===== src/rtl/ctrl_pkg.sv =====
// ctrl_pkg: shared FSM state encoding and counter sizing for enable_pulse_gen
//   IDLE/HELD/REPEAT/RUN : 2-bit state codes, also exported on state_o
//   cnt_width()          : bits needed to hold 0..terminal-1 (never below 1)
package ctrl_pkg;
    localparam logic [1:0] IDLE   = 2'd0;
    localparam logic [1:0] HELD   = 2'd1;
    localparam logic [1:0] REPEAT = 2'd2;
    localparam logic [1:0] RUN    = 2'd3;

    function automatic int cnt_width(input int terminal);
        return (terminal > 1) ? $clog2(terminal) : 1;
    endfunction
endpackage


===== src/rtl/enable_pulse_gen_sync_debounce.sv =====
// sync_debounce: synchronizer chain plus debounce filter for a raw push-button
//   clock, reset : rising-edge clock, asynchronous active-high reset
//   din          : raw asynchronous button
//   level        : debounced level (registered)
//   level_nxt    : value level takes at the next edge, so the caller can act on
//                  an accepted change in the same cycle the level register flips
module sync_debounce
    import ctrl_pkg::*;
#(
    parameter int SYNC_STAGES     = 2,
    parameter int DEBOUNCE_CYCLES = 16
) (
    input  logic clock,
    input  logic reset,
    input  logic din,
    output logic level,
    output logic level_nxt
);
    localparam int CW = cnt_width(DEBOUNCE_CYCLES);
    localparam logic [CW-1:0] CNT_LAST = CW'(DEBOUNCE_CYCLES - 1);

    // Plain shift chain; each stage must stay a distinct flop for metastability settling.
    logic [SYNC_STAGES-1:0] sync_q;
    logic [CW-1:0]          cnt_q, cnt_d;
    logic                   level_q, level_d;
    logic                   btn_sync, differs, done;

    assign btn_sync  = sync_q[SYNC_STAGES-1];
    assign differs   = btn_sync != level_q;
    assign done      = cnt_q == CNT_LAST;
    assign level     = level_q;
    assign level_nxt = level_d;

    // Any sample agreeing with the current level restarts the count, so only an
    // uninterrupted run of DEBOUNCE_CYCLES differing samples flips the level.
    always_comb begin
        cnt_d   = (differs && !done) ? cnt_q + CW'(1) : '0;
        level_d = (differs && done) ? btn_sync : level_q;
    end

    always_ff @(posedge clock or posedge reset) begin
        if (reset) begin
            sync_q  <= '0;
            cnt_q   <= '0;
            level_q <= 1'b0;
        end else begin
            sync_q  <= {sync_q[SYNC_STAGES-2:0], din};
            cnt_q   <= cnt_d;
            level_q <= level_d;
        end
    end
endmodule


===== src/rtl/enable_pulse_gen.sv =====
// enable_pulse_gen: push-button to single-cycle counter-enable pulses
//   clock, reset : rising-edge clock, asynchronous active-high reset
//   btn_in       : raw bouncy button, asynchronous to clock
//   auto_repeat  : held button produces repeat pulses
//   run          : free-run pulse every TICK_DIV cycles, button ignored
//   enable       : registered single-cycle pulse to the counter
//   btn_level    : debounced button level
//   state_o      : FSM state (IDLE/HELD/REPEAT/RUN) for debug
module enable_pulse_gen
    import ctrl_pkg::*;
#(
    parameter int SYNC_STAGES     = 2,
    parameter int DEBOUNCE_CYCLES = 16,
    parameter int HOLD_CYCLES     = 32,
    parameter int TICK_DIV        = 8
) (
    input  logic       clock,
    input  logic       reset,
    input  logic       btn_in,
    input  logic       auto_repeat,
    input  logic       run,
    output logic       enable,
    output logic       btn_level,
    output logic [1:0] state_o
);
    localparam int HW = cnt_width(HOLD_CYCLES);
    localparam int TW = cnt_width(TICK_DIV);
    localparam logic [HW-1:0] HOLD_LAST = HW'(HOLD_CYCLES - 1);
    localparam logic [TW-1:0] TICK_LAST = TW'(TICK_DIV - 1);

    logic [1:0]    state_q, state_d;
    logic [HW-1:0] hold_q, hold_d;
    logic [TW-1:0] tick_q, tick_d;
    logic          en_q, en_d;
    logic          lvl_nxt, rise, tick_wrap;

    sync_debounce #(
        .SYNC_STAGES    (SYNC_STAGES),
        .DEBOUNCE_CYCLES(DEBOUNCE_CYCLES)
    ) u_debounce (
        .clock    (clock),
        .reset    (reset),
        .din      (btn_in),
        .level    (btn_level),
        .level_nxt(lvl_nxt)
    );

    // Decisions use the level being latched this edge, so the press pulse lines
    // up with btn_level rising and a release beats a coincident repeat tick.
    assign rise      = lvl_nxt & ~btn_level;
    assign tick_wrap = tick_q == TICK_LAST;
    assign enable    = en_q;
    assign state_o   = state_q;

    always_comb begin
        state_d = state_q;
        hold_d  = hold_q;
        tick_d  = tick_q;
        en_d    = 1'b0;
        case (state_q)
            IDLE: begin
                if (run) begin
                    state_d = RUN;
                    tick_d  = '0;
                end else if (rise) begin
                    state_d = HELD;
                    hold_d  = '0;
                    en_d    = 1'b1;
                end
            end
            HELD: begin
                if (run) begin
                    state_d = RUN;
                    tick_d  = '0;
                end else if (!lvl_nxt) begin
                    state_d = IDLE;
                end else if (auto_repeat) begin
                    state_d = (hold_q == HOLD_LAST) ? REPEAT : HELD;
                    en_d    = hold_q == HOLD_LAST;
                    tick_d  = '0;
                    hold_d  = (hold_q == HOLD_LAST) ? hold_q : hold_q + HW'(1);
                end
            end
            REPEAT: begin
                if (run) begin
                    state_d = RUN;
                    tick_d  = '0;
                end else if (!lvl_nxt) begin
                    state_d = IDLE;
                end else if (!auto_repeat) begin
                    state_d = HELD;
                    hold_d  = '0;
                end else begin
                    tick_d = tick_wrap ? '0 : tick_q + TW'(1);
                    en_d   = tick_wrap;
                end
            end
            default: begin
                if (!run) begin
                    state_d = IDLE;
                end else begin
                    tick_d = tick_wrap ? '0 : tick_q + TW'(1);
                    en_d   = tick_wrap;
                end
            end
        endcase
    end

    always_ff @(posedge clock or posedge reset) begin
        if (reset) begin
            state_q <= IDLE;
            hold_q  <= '0;
            tick_q  <= '0;
            en_q    <= 1'b0;
        end else begin
            state_q <= state_d;
            hold_q  <= hold_d;
            tick_q  <= tick_d;
            en_q    <= en_d;
        end
    end
endmodule


===== config.mk =====
export PLATFORM = sky130hd
export DESIGN_NAME = enable_pulse_gen
export DESIGN_NICKNAME = d
export VERILOG_FILES = /design/src/rtl/ctrl_pkg.sv /design/src/rtl/enable_pulse_gen_sync_debounce.sv /design/src/rtl/enable_pulse_gen.sv
export SDC_FILE = /design/constraint.sdc
export NUM_CORES = 1
export LEC_CHECK = 0
export ABC_AREA = 1
export CORE_MARGIN = 3
export CORE_UTILIZATION = 42
export CTS_CLUSTER_SIZE = 8
export DETAILED_ROUTE_END_ITERATION = 16
export PLACE_DENSITY = 0.7
export SETUP_SLACK_MARGIN = 0.5
export SLEW_MARGIN = 20
export SYNTH_ARGS = -nofsm -noshare
export SYNTH_HDL_FRONTEND = slang
export SYNTH_SLANG_ARGS = --single-unit

===== constraint.sdc =====
create_clock -name clock -period 1.6 [get_ports clock]
set_input_delay 0.48 -clock clock [delete_from_list [all_inputs] [get_ports clock]]
set_output_delay 0.48 -clock clock [all_outputs]
set_load 0.005 [all_outputs]

==> impl_metrics.ini, run 1 <==
[run_status]
status = completed

[placement]
io_buffers = 8
place_inst = 190
dpl_cell_area_mm2 = 0.00134
hpwlAfterDp_mm = 1.72
gp_congestion = 0.864

[timing]
setup_viol = 0
finClkSkew_ns = 0.00908
finalHoldViolations = 0
finalCritPeriodShare_pct = 95.9
period_needed_ns = 1.53
slew_violations = 0
slew_headroom_pct = 83.5
timing.hold.ws_ns = 0.362
tightest_slew_ns = 0.247
max_freq_mhz = 652
grt_setup_unrepaired = true

[route]
vias = 1013
drt_iter0_drc = 12
first_pass_iters = 4
drc = 0
ant_nets = 0
wire_per_inst_um = 11.7
viasPerCell = 4.94
postRouteWirelength_mm = 2.39

[finish]
layout-drive-gt1-share_pct = 38.3
fin_cells = 205
fin_nets = 186
syn_to_final_growth_pct = 30.0
fin_area_mm2 = 0.00149
fillerInstances = 243
antenna_cells = 0

[critical_path]
slowest_delay_ns = 0.41
critPathCaptureType = flip-flop
crit_arrival_ns = 1.73
path_max_fanout = 6
worst-path-stages = 10
worst-setup-path-type = reg -> reg
crit_chain = ha_2, nand2_2, nor2_2, ha_2, inv_2, nand3_2, nand2_4, nand3_4, nand2_2, nand2_1
rr_endpoint = hold_q[4]
rr_worst_depth = 10
worstSetupStartpoint = hold_q[0]
start_kind = flip-flop
cp_slowest_cell = dfrtp_1
regToRegStartpoint = hold_q[0]
rrSetupSlack_ns = 0.07
cp.required_ns = 1.80
cp_top_family = simple AND/OR/NAND/NOR gates
endpoint = hold_q[4]
worst-path-buf-inv = 1

[synthesis]
syn_inst = 145
synth_ff_type = dfrtp_1
yosys-top-cells-area = dfrtp_1 39%, nand2_1 13%, nand3_1 7.9%
synth_cell_types = 26
ys_seq_area_share_pct = 39.3
async_reset_ff_share_pct = 100
post-synth-top-count-cell = nand2_1
yosysWarnings = 0
synth_top_area_share_pct = 39.3
synth_top_area_cell = dfrtp_1
synthTopCellsByCount = 41 x nand2_1, 18 x dfrtp_1, 18 x nand3_1
synth_area_per_cell_um2 = 7.91
syn_area_mm2 = 0.00115
synth.ff_latch_count = 18
synth_edf_count = 0
syn-num-nets = 155

[die]
io_pins = 9
die_height_um = 58.3
die_w_um = 58.3
start_util_pct = 45.1
core_mm2 = 0.00254
die_area_mm2 = 0.00339
rows = 18

[clock_network]
clkSinkCount = 18
cts-root-buf = clkbuf_4
h-tree-depth = 1
numCtsBuffers = 3
clock_latency_ns = 0.30
clkTransAtPathRegs_ns = 0.11
cts_tree = yes
clock_path_buffers = 2

[global_route]
grt_max_degree = 19
grt_use_total_pct = 15.6
grt_pass1_vias = 983
antenna_found_initial = 0
overflow = 0
grt_pass1_wl_mm = 4.16

[power]
irDropWorstVdd_uv = 1050
p_leak_uw = 0.000745
power_density_mw_per_mm2 = 1140

[min_path]
worstHoldPathType = reg -> reg

[run]
drv_cap = 0
[placed cells by master, fill, tap and decap left out, types with 2 or more instances in the layout]
master            n
nand2_1          35
dfrtp_1          18
buf_4            18
nand3_1          13
inv_1            12
nor2_1           11
nand2_2          10
inv_2             7
nand3_2           6
nand4_1           6
clkdlybuf4s50_1   4
nor2_2            3
o21ai_1           3
clkbuf_4          3
buf_2             3
nand3_4           2
nand2_4           2
ha_2              2
ha_1              2
buf_6             2
[stage by stage]
step	utilization, %	setup slack (ns)	total power (uW)	TNS [ns]
after floorplan	-	0.210	1150	0
after global placement	52.6	-0.190	1340	-1.17
after detailed placement	52.6	-0.225	1360	-1.47
after CTS	56.1	0.133	1670	0
after global routing	58.6	-0.0190	1830	-0.0545
final	58.6	0.0658	1700	0
[power by group]
group          internal [uW]  switching, uW  total, uW
registers                527           49.7        577
logic                    318            531        848
clock network            139            141        279
[sequential cells by signal (all words and copies together), names as in the netlist]
signal and flops:
u_debounce.cnt_q 4, hold_q 5, enable 1, tick_q 3, state_o 2, u_debounce.sync_q 2
u_debounce.level 1
[worst min path at each step]
stage	endpoint	cells past startpoint	startpoint	slack [ns]
after global placement	u_debounce.sync_q[1]	0	u_debounce.sync_q[0]	0.34
after floorplan	u_debounce.sync_q[1]	0	u_debounce.sync_q[0]	0.33
after CTS	u_debounce.sync_q[1]	0	u_debounce.sync_q[0]	0.37
after detailed placement	u_debounce.sync_q[1]	0	u_debounce.sync_q[0]	0.34
after global routing	u_debounce.sync_q[1]	0	u_debounce.sync_q[0]	0.38
final	u_debounce.sync_q[1]	0	u_debounce.sync_q[0]	0.36
[final cells by class]
cell class	instances	area, um2	share of cell area, %
clock buffer	4	36.3	2.43
inverter	19	71.3	4.78
multi-input combinational	106	678	45.5
sequential	18	450	30.2
tap	30	37.5	2.52
timing repair buffer	28	218	14.6
[kinds of logic after synthesis]
group	Yosys count	synth area share, %
fa+ha+maj	5	5.45
flops	18	39.3
buf+inv	21	7.52
simple gates	94	43.1
compound gates	6	3.93
xor+xnor	1	0.763
[what timing repair did]
item                       CTS  global route
setup endpoints to repair   18            20
buffers inserted             6             5
pin swaps                   10             8
hold buffers                 0             0
gates resized for setup     22             9
[layer usage]
metal  GRT usage, %  share of wire [%]  wire, um  vias to the layer above
li1               -                  -         -                      527
met1           20.1                 45      1080                      464
met2           27.3                 50      1200                       17
met4           3.97                1.2        28                        0
met3           2.00                3.5        84                        5
met5              0                  0         0                        -
(Power assumes the default switching activity.)
==> run 2: changes to the inputs <==
--- a/config.mk
+++ b/config.mk
@@ -6,6 +6,7 @@
 export NUM_CORES = 1
 export LEC_CHECK = 0
 export ABC_AREA = 1
+export CORE_ASPECT_RATIO = 1.5
 export CORE_MARGIN = 3
 export CORE_UTILIZATION = 42
 export CTS_CLUSTER_SIZE = 8
==> run 2 against run 1 <==
Compared with the run above:
- flip-flop and latch count did not move
- via count rose by 2.8%
- hold slack improved by 0.0095 ns
- first-iteration DRC count rose to 2.5 times the previous value
- clock-buffer cell count fell by 1
- core utilization rose by 1.2 points
- worst setup slack improved by 0.034 ns
- die area rose by 0.39%
- cell area rose by 1.5%
- sequential share of layout area fell by 0.45 points
- total power fell by 3.9%
==> impl_metrics.ini, run 2 (synthesis results as in run 1) <==
[run_status]
status = completed

[global_route]
grt_pass1_vias = 1063
grt_use_total_pct = 15.9
antenna_found_initial = 0
grt_max_degree = 19
overflow = 0
grt_pass1_wl_mm = 4.35

[die]
io_pins = 9
die_height_um = 70.0
core_mm2 = 0.00253
rows = 22
die_area_mm2 = 0.00341
die_w_um = 48.7
start_util_pct = 45.3

[clock_network]
cts_tree = yes
numCtsBuffers = 3
cts-root-buf = clkbuf_4
h-tree-depth = 1
clkTransAtPathRegs_ns = 0.10
clock_path_buffers = 2
clkSinkCount = 18
clock_latency_ns = 0.28

[finish]
largest_register = hold_q
fillerInstances = 232
reg_top3 = hold_q (5), u_debounce.cnt_q (4), tick_q (3)
largest_reg_flops = 5
syn_to_final_growth_pct = 32.0
fin_nets = 184
final_common_cell = nand2_1
layout-drive-gt1-share_pct = 39.5
fin_area_mm2 = 0.00151
antenna_cells = 0
final_cell_mix = 34 x nand2_1, 18 x dfrtp_1, 16 x buf_4, 13 x nand3_1, 12 x inv_1

[placement]
dp_slack_ns = -0.209
hpwlAfterDp_mm = 1.84
dpl_cell_area_mm2 = 0.00135
io_buffers = 8
gp_congestion = 0.803

[timing]
max_freq_mhz = 667
period_needed_ns = 1.50
finalHoldViolations = 0
tightest_slew_ns = 0.263
grt_setup_unrepaired = true
timing.hold.ws_ns = 0.372
slew_violations = 0
setup_viol = 0
worst_slack_ns = 0.0999
finClkSkew_ns = 0.00688
finalCritPeriodShare_pct = 93.8
slew_headroom_pct = 82.5

[power]
p_leak_uw = 0.000755
irDropWorstVdd_uv = 864
power_density_mw_per_mm2 = 1080

[critical_path]
start_kind = flip-flop
cp.required_ns = 1.79
crit_arrival_ns = 1.69
cp_slowest_cell = dfrtp_1
critPathCaptureType = flip-flop
path_max_fanout = 6
worst-setup-path-type = reg -> reg
slowest_delay_ns = 0.40
crit_chain = ha_2, nand2_2, nor2_2, ha_2, inv_2, nand3_2, nand2_4, nand3_4, nand2_1, nand2_1

[min_path]
worstHoldPathType = reg -> reg

[route]
viasPerCell = 5.00
postRouteWirelength_mm = 2.46
wire_per_inst_um = 11.8
drt_iter0_drc = 30
first_pass_iters = 4
drc = 0
ant_nets = 0
vias = 1041

[run]
drv_cap = 0
## run 2: changes by cell type in the layout (fill, tap and decap cells not counted), moves of 2 or more
| cell | change |
|---|---|
| nor2_1 | -2 |
| nand3_2 | -2 |
| nand2_4 | +2 |
| nand3_4 | +2 |
| buf_4 | -2 |
## run 2: worst paths after layout
| kind | endpoint | start | depth (start not counted) | slack (ns) |
|---|---|---|---|---|
| worst min-delay path | u_debounce.sync_q[1] | u_debounce.sync_q[0] | 0 | 0.37 |
| worst max-delay path | hold_q[2] | hold_q[1] | 10 | 0.1 |
| worst min register to register | u_debounce.sync_q[1] | u_debounce.sync_q[0] | 0 | 0.37 |
| worst max register to register | hold_q[2] | hold_q[1] | 10 | 0.1 |
| max in group asynchronous | u_debounce.cnt_q[0] | reset | 3 | 0.90 |
| min in group asynchronous | state_o[1] | reset | 3 | 0.50 |
## run 2: what timing repair did
action                                  in CTS  in global routing
resized for setup                           26                 15
cloned                                       0                  0
hold buffers                                 0                  0
setup buffers                                6                  3
endpoints found under the setup margin      20                 20
pin swaps                                   12                  7
## run 2: power breakdown
group	switching [uW]	internal, uW	total, uW
clock network	128	87.3	216
registers	51.8	527	579
logic	537	306	843
total	718	920	1640
## run 2: per-layer routing
metal	wire length, um	global-route usage (%)	share of wire [%]	up-vias
met5	0	0	0	-
met4	39	5.70	1.6	0
met3	27	1.92	1.1	6
met2	1450	31.2	59	8
met1	941	16.8	38	502
li1	-	-	-	525
## run 2: per-stage QoR
step | cells | util [%] | setup TNS, ns | total power [uW]
2_1_floorplan | 145 | - | 0 | 1150
3_3_place_gp | 196 | 53.1 | -1.16 | 1340
3_5_place_dp | 196 | 53.1 | -1.42 | 1360
4_1_cts | 205 | 57.1 | 0 | 1600
5_1_grt | 208 | 59.8 | -0.0213 | 1780
6_report | 208 | 59.8 | 0 | 1640
## run 2: worst max-delay path: cells and delay by family, from the launching register on
family	cells	cell delay (ns)
simple gates	7	0.55
flops	1	0.40
fa+ha+maj	2	0.38
buf+inv	1	0.08
## run 2: area by class of cell
type | count | area, um2 | area share [%]
inverters | 19 | 71.3 | 4.71
clock buffers | 3 | 22.5 | 1.49
well taps | 36 | 45.0 | 2.98
multi-input cells | 106 | 719 | 47.5
repair buffers | 26 | 205 | 13.6
flip-flops and latches | 18 | 450 | 29.8
